--- config.mk ---
export PLATFORM = sky130hd
export DESIGN_NAME = layer_priority_arbiter
export DESIGN_NICKNAME = d
export VERILOG_FILES = /design/src/rtl/layer_arb_pkg.sv /design/src/rtl/layer_priority_arbiter_select.sv /design/src/rtl/layer_priority_arbiter.sv
export SDC_FILE = /design/constraint.sdc
export NUM_CORES = 1
export LEC_CHECK = 0
export CAP_MARGIN = 25
export CORE_MARGIN = 2
export CORE_UTILIZATION = 30
export CTS_CLUSTER_SIZE = 10
export DETAILED_ROUTE_END_ITERATION = 7
export PLACE_DENSITY = 0.71
export SYNTH_ARGS = -nofsm -noshare
export SYNTH_HDL_FRONTEND = slang
export SYNTH_HIERARCHICAL = 1
export SYNTH_SLANG_ARGS = --single-unit
--- constraint.sdc ---
create_clock -name clk -period 6.6 [get_ports clk]
set_clock_uncertainty 0.1 [all_clocks]
set_input_delay 1.32 -clock clk [delete_from_list [all_inputs] [get_ports clk]]
set_output_delay 1.32 -clock clk [all_outputs]
set_load 0.005 [all_outputs]
--- src/rtl/layer_arb_pkg.sv ---
// Shared types and constants for the layer priority arbiter.
package layer_arb_pkg;

  localparam int unsigned NUM_LAYERS_DEFAULT   = 4;
  localparam int unsigned BLINK_FRAMES_DEFAULT = 16;
  localparam int unsigned LAYER_IDX_W          = $clog2(NUM_LAYERS_DEFAULT);

  typedef logic [LAYER_IDX_W-1:0] rank_t;
  typedef logic [LAYER_IDX_W-1:0] layer_idx_t;

  typedef enum logic {
    IDLE    = 1'b0,
    PENDING = 1'b1
  } cfg_state_t;

  // activeLayer code reported when no layer wins the pixel
  localparam logic [LAYER_IDX_W:0] BACKGROUND_IDX = {1'b1, LAYER_IDX_W'(0)};

endpackage

--- src/rtl/layer_priority_arbiter_select.sv ---
// Combinational winner search: lowest rank wins, equal ranks go to the lower layer index.
module layer_rank_select
  import layer_arb_pkg::*;
#(
  parameter int unsigned NUM_LAYERS = NUM_LAYERS_DEFAULT,
  parameter int unsigned IDX_W      = $clog2(NUM_LAYERS_DEFAULT)
) (
  input  logic [NUM_LAYERS-1:0]            eff_req,
  input  logic [NUM_LAYERS-1:0][IDX_W-1:0] rank,
  output logic [IDX_W-1:0]                 winner_c,
  output logic                             valid_c,
  output logic                             collision_c
);

  logic             found;
  logic [IDX_W-1:0] best_rank;

  // Ascending scan with strict compare keeps the lower index on rank ties
  always_comb begin
    found     = 1'b0;
    best_rank = '0;
    winner_c  = '0;
    for (int i = 0; i < int'(NUM_LAYERS); i++) begin
      if (eff_req[i] && (!found || (rank[i] < best_rank))) begin
        found     = 1'b1;
        best_rank = rank[i];
        winner_c  = IDX_W'(i);
      end
    end
    valid_c = found;
  end

  // Clearing the lowest set bit leaves something only if two or more bits were set
  assign collision_c = |(eff_req & (eff_req - NUM_LAYERS'(1)));

endmodule

--- src/rtl/layer_priority_arbiter.sv ---
// Registered per-pixel layer arbiter with frame-synchronous rank reprogramming.
// Optional per-layer blinking is built when LAYER_BLINK_EN is defined.
module layer_priority_arbiter
  import layer_arb_pkg::*;
#(
  parameter int unsigned NUM_LAYERS   = NUM_LAYERS_DEFAULT,
  parameter int unsigned BLINK_FRAMES = BLINK_FRAMES_DEFAULT
) (
  input  logic                          clk,
  input  logic                          resetN,
  input  logic                          startOfFrame,
  input  logic [NUM_LAYERS-1:0]         drawReq,
  input  logic [8*NUM_LAYERS-1:0]       layerRGB,
  input  logic [7:0]                    backGroundRGB,
  input  logic                          cfgValid,
  input  logic [$clog2(NUM_LAYERS)-1:0] cfgLayer,
  input  logic [$clog2(NUM_LAYERS)-1:0] cfgRank,
  input  logic                          cfgBlink,
  input  logic                          cfgCommit,
  output logic                          cfgReady,
  output logic [7:0]                    pixelRGB,
  output logic [$clog2(NUM_LAYERS):0]   activeLayer,
  output logic                          collision
);

  localparam int unsigned IDX_W = $clog2(NUM_LAYERS);
  localparam logic [IDX_W:0] BG_IDX = {1'b1, IDX_W'(0)};

  cfg_state_t state_q, state_d;
  logic       ready_d;

  logic [NUM_LAYERS-1:0][IDX_W-1:0] active_rank, shadow_rank;
  logic [NUM_LAYERS-1:0]            eff_req;
  logic [IDX_W-1:0]                 winner_c;
  logic                             win_valid_c;
  logic                             collision_c;
  logic                             cfg_accept_c, cfg_write_c, copy_c;

  assign cfg_accept_c = (state_q == IDLE);
  assign cfg_write_c  = cfg_accept_c && cfgValid && (32'(cfgLayer) < NUM_LAYERS);
  assign copy_c       = (state_q == PENDING) && startOfFrame;

  always_ff @(posedge clk or negedge resetN) begin
    if (!resetN) state_q <= IDLE;
    else         state_q <= state_d;
  end

  // A commit arriving with startOfFrame only arms; the copy needs a later pulse
  always_comb begin
    state_d = state_q;
    case (state_q)
      IDLE:    if (cfgCommit)    state_d = PENDING;
      PENDING: if (startOfFrame) state_d = IDLE;
    endcase
  end

  always_comb begin
    ready_d = 1'b0;
    if (state_d == IDLE) ready_d = 1'b1;
  end

  always_ff @(posedge clk or negedge resetN) begin
    if (!resetN) cfgReady <= 1'b1;
    else         cfgReady <= ready_d;
  end

  // Shadow table takes writes; active table only changes on an applying frame start
  always_ff @(posedge clk or negedge resetN) begin
    if (!resetN) begin
      for (int i = 0; i < int'(NUM_LAYERS); i++) begin
        shadow_rank[i] <= IDX_W'(i);
        active_rank[i] <= IDX_W'(i);
      end
    end else begin
      if (cfg_write_c) shadow_rank[cfgLayer] <= cfgRank;
      if (copy_c)      active_rank <= shadow_rank;
    end
  end

`ifdef LAYER_BLINK_EN
  localparam int unsigned FRAME_W = $clog2(BLINK_FRAMES);

  logic [FRAME_W-1:0]    frame_cnt;
  logic                  blink_phase;
  logic [NUM_LAYERS-1:0] shadow_blink, active_blink;

  always_ff @(posedge clk or negedge resetN) begin
    if (!resetN) begin
      frame_cnt   <= '0;
      blink_phase <= 1'b0;
    end else if (startOfFrame) begin
      if (frame_cnt == FRAME_W'(BLINK_FRAMES - 1)) begin
        frame_cnt   <= '0;
        blink_phase <= ~blink_phase;
      end else begin
        frame_cnt <= frame_cnt + FRAME_W'(1);
      end
    end
  end

  always_ff @(posedge clk or negedge resetN) begin
    if (!resetN) begin
      shadow_blink <= '0;
      active_blink <= '0;
    end else begin
      if (cfg_write_c) shadow_blink[cfgLayer] <= cfgBlink;
      if (copy_c)      active_blink <= shadow_blink;
    end
  end

  // Blinked-off layers drop out of both arbitration and collision detection
  assign eff_req = drawReq & ~(active_blink & {NUM_LAYERS{blink_phase}});
`else
  logic unused_blink_cfg;
  assign unused_blink_cfg = cfgBlink ^ 1'(BLINK_FRAMES);
  assign eff_req          = drawReq;
`endif

  layer_rank_select #(
    .NUM_LAYERS (NUM_LAYERS),
    .IDX_W      (IDX_W)
  ) u_select (
    .eff_req     (eff_req),
    .rank        (active_rank),
    .winner_c    (winner_c),
    .valid_c     (win_valid_c),
    .collision_c (collision_c)
  );

  always_ff @(posedge clk or negedge resetN) begin
    if (!resetN) begin
      pixelRGB    <= 8'h00;
      activeLayer <= BG_IDX;
      collision   <= 1'b0;
    end else begin
      if (win_valid_c) begin
        pixelRGB    <= layerRGB[{winner_c, 3'b000} +: 8];
        activeLayer <= {1'b0, winner_c};
      end else begin
        pixelRGB    <= backGroundRGB;
        activeLayer <= BG_IDX;
      end
      collision <= collision_c;
    end
  end

endmodule

==> impl_summary.txt <==
----------------------------------------------------
[Status]
  Run status ... complete, no violations

[Placed design]
  RePlAce Congestion ... 0.843
  Area post-placement ... about 2400 sq um
  Setup Slack @ Placement ... ~0.73 ns
  Count of buffers from port buffering ... 65
  Hpwl dp ... 2690 um
  Placed Cells ... 265

[Drt]
  Total number of vias ... between 1000 and 1500
  Wire length per cell after detailed routing ... 12.8 um
  Routed wire length ... approximately 3500 um
  First drt pass iteration count ... 4
  Remaining design rule violation count ... 0
  Routed via count divided by cell count ... roughly 4.6
  Post-route ant nets ... 0
  Number of design-rule violations left by the first detailed-router iteration ... 53

[Clock tree]
  Worst-case clock buffer depth ... 2
  Clock sink count ... 30
  Clock insertion delay at the later pin of the skew report ... 0.28 ns
  CTS tree ... built
  Number of CTS-inserted buffers ... 5
  Post-CTS setup repair buffer count ... 0
  CTS-repair resized insts ... 0
  H-tree lvl count ... 2
  Clk Tree Root Cell ... sky130_fd_sc_hd__clkbuf_8
  Count of hold-fix buffers inserted at cts ... 0
  Clock slew at the register clock pins of the worst setup and hold paths ... 0.06 ns

[Logic synthesis]
  Post-Syn Area per Cell ... 12.4 sq um
  Synth Cell Area ... 1650 sq um
  Area share of the leading cell type in the synthesized netlist ... between 30 and 40%
  Sequential area share after synthesis ... 46.2%
  Post-Synthesis Cells ... 133
  Number of warnings reported in the yosys synthesis log ... 6
  Dominant cell by count in the synthesized netlist ... sky130_fd_sc_hd__dfrtp_1
  Post-synthesis cell type with the largest combined area ... sky130_fd_sc_hd__dfrtp_1
  Most common flop cell mapped by yosys ... sky130_fd_sc_hd__dfrtp_1
  Number of distinct standard cells referenced by the synthesized netlist ... 36
  Top cells by area, synth ... sky130_fd_sc_hd__dfrtp_1 30%, sky130_fd_sc_hd__dfstp_2 16%, sky130_fd_sc_hd__mux2i_1 10%
  Syn Nets ... 190
  Share of synthesized flip-flops with an asynchronous set or reset ... 100%
  Register bit count reported by yosys ... 30
  Number of enable flip-flop cells after synthesis ... 0
  Top cells by count, synth ... 20 x sky130_fd_sc_hd__dfrtp_1, 17 x sky130_fd_sc_hd__mux2i_1, 12 x sky130_fd_sc_hd__nand2b_1

[Pwr]
  LEAKAGE ... between 1 and 1.5 nW
  Areal power density over the cells ... 330 nW/um^2
  IR drop worst, VDD ... 132 uV

[Worst hold path]
  Hold path startpoint ... shadow_rank[0]
  Worst min-delay path class ... flop to flop

[STA]
  Sum Neg Setup Slack ... 0 ns
  # setup viols final ... 0
  Count of endpoints failing hold in the final timing report ... 0
  Achievable Freq ... approximately 180 MHz
  Clock period minus worst slack ... 5.42 ns
  Transition time at the pin with the least slew margin ... 0.370 ns
  Minimum setup slack in the final design ... 1.18 ns
  Max-slew violation count ... 0
  Relative slew slack ... roughly three quarters
  RSZ-0062 raised after global routing ... false
  Final period utilization ... 82.1%

[Worst setup path]
  Data required time of the worst path ... 6.64 ns
  Critical Path Fanout Max ... 15
  Type of element launching the critical path ... primary input
  Endpoint kind of the worst setup timing path ... flop
  First element of the critical path ... drawReq[0]
  Type of the worst setup path ... primary input to flop
  Startpoint of the worst register-to-register path ... active_rank[1]
  Crit path arrival time ... 5.46 ns
  Register-to-register setup slack ... 2.58 ns

[Cells and area]
  Total Nets Final ... 258
  P&R area growth vs syn ... 48.9%
  Total non-filler cell area in the finished layout ... 2460 sq um
  Area taken by flip-flops and latches ... 763 sq um
  Area of combinational cells with multiple inputs ... between 800 and 900 sq um
  Total inserted antenna cells ... 0
  Fraction of final layout cells with drive strength greater than 1 ... 19.8%
  Number of standard cells in the layout, taps in and fillers out ... 274
  Filler cells ... 519

[Global routing]
  Maximum number of pins on one net before global-route repair ... 31
  Overall routing resource usage ... approximately an eighth
  Wire length of the first global-routing pass ... 5640 um
  Initial antenna violation count ... 0
  Global route total overflow ... 0
  Via count of the first global-routing pass ... around 1200

[Floorplan]
  Starting Density ... 30.6%
  DIE WIDTH ... about 78 um
  Die height ... 78.2 um
  # rows ... 27
  Area inside the core boundary ... 5410 sq um
  Count of pins on the block boundary ... 67
  Die footprint ... 6120 sq um

[Job]
  Maxcap violations ... 0

----------------------------------------------------
==> metal layers <==
layer,GRT usage [%],share of wire (%),vias up
li1,-,-,622
met4,6.49,2.8,0
met1,15.5,45,593
met2,17.7,46,38
met3,3.91,6.4,10
met5,0,0,-
==> worst max-delay path: stages <==
cell and delay [ns]:
sky130_fd_sc_hd__clkdlybuf4s50_1 0.66, sky130_fd_sc_hd__nand2_1 0.13, sky130_fd_sc_hd__ha_1 0.33, sky130_fd_sc_hd__a21oi_2 0.05, sky130_fd_sc_hd__o21ai_1 0.26, sky130_fd_sc_hd__mux2_4 0.34, sky130_fd_sc_hd__ha_1 0.21, sky130_fd_sc_hd__nor2_1 0.11
sky130_fd_sc_hd__nand2_1 0.06, sky130_fd_sc_hd__a21oi_1 0.12, sky130_fd_sc_hd__nand2b_4 0.16, sky130_fd_sc_hd__mux2_4 0.30, sky130_fd_sc_hd__ha_1 0.20, sky130_fd_sc_hd__a311o_1 0.28, sky130_fd_sc_hd__a31oi_1 0.14, sky130_fd_sc_hd__o21ai_1 0.10
sky130_fd_sc_hd__o21ai_2 0.12, sky130_fd_sc_hd__buf_8 0.22, sky130_fd_sc_hd__mux2i_1 0.20, sky130_fd_sc_hd__o221ai_1 0.14
==> cell type report <==
cell class,instances,share of cell area [%]
Clock buffer,7,3.51
Clock inverter,1,0.203
Inverter,7,1.07
Multi-Input combinational cell,90,33.2
Sequential cell,30,31.0
Tap cell,72,3.66
Timing Repair Buffer,67,27.4
==> cells in the final DEF, fill, tap and decap left out, types with 2 or more instances in the layout <==
| cell | count |
|---|---|
| sky130_fd_sc_hd__a31oi_1 | 2 |
| sky130_fd_sc_hd__mux2i_1 | 17 |
| sky130_fd_sc_hd__mux2_2 | 9 |
| sky130_fd_sc_hd__dfrtp_1 | 20 |
| sky130_fd_sc_hd__o21ai_0 | 2 |
| sky130_fd_sc_hd__ha_1 | 3 |
| sky130_fd_sc_hd__nor2_1 | 3 |
| sky130_fd_sc_hd__nand2b_1 | 12 |
| sky130_fd_sc_hd__mux2_4 | 6 |
| sky130_fd_sc_hd__clkbuf_8 | 6 |
| sky130_fd_sc_hd__o21ai_1 | 2 |
| sky130_fd_sc_hd__mux2_1 | 4 |
| sky130_fd_sc_hd__dfstp_2 | 10 |
| sky130_fd_sc_hd__o221ai_1 | 8 |
| sky130_fd_sc_hd__inv_1 | 7 |
| sky130_fd_sc_hd__nand2_1 | 4 |
| sky130_fd_sc_hd__clkdlybuf4s50_1 | 65 |
==> stage by stage <==
| stage | hold slack, ns | utilization (%) | power (W) |
|---|---|---|---|
| floorplan | 0.354 | - | 0.000522 |
| global placement | 0.368 | 43.6 | 0.000654 |
| detailed placement | 0.374 | 43.6 | 0.000661 |
| CTS | 0.389 | 45.3 | 0.000815 |
| global route | 0.399 | 45.5 | 0.000866 |
| finish | 0.385 | 45.5 | 0.000812 |
==> kinds of logic after synthesis <==
kind of cell / Yosys count / share of synthesized area, %
adder cells (fa/ha/maj): 4 / 2.88
buffers and inverters: 13 / 4.62
AO/OA/AOI/OAI: 20 / 8.86
flip-flops: 30 / 46.2
AND/OR/NAND/NOR: 30 / 12.9
multiplexers: 36 / 24.6
==> worst paths after layout <==
kind,endpoint,cells past startpoint
max,pixelRGB[6],20
min,shadow_rank[0],1
max reg2reg,pixelRGB[6],19
min reg2reg,shadow_rank[0],1
max in group asynchronous,active_rank[2],2
min in group asynchronous,pixelRGB[7],2
==> registers in the layout, indices dropped and copies added (netlist names) <==
register	count
pixelRGB	8
state_q	1
cfgReady	1
shadow_rank	8
activeLayer	3
collision	1
active_rank	8
==> power by group <==
group	switching (W)	total, W	internal [W]
logic	0.000149	0.000369	0.000219
registers	0.0000310	0.000293	0.000262
clock network	0.0000656	0.000149	0.0000839
(Power assumes the default switching activity.)
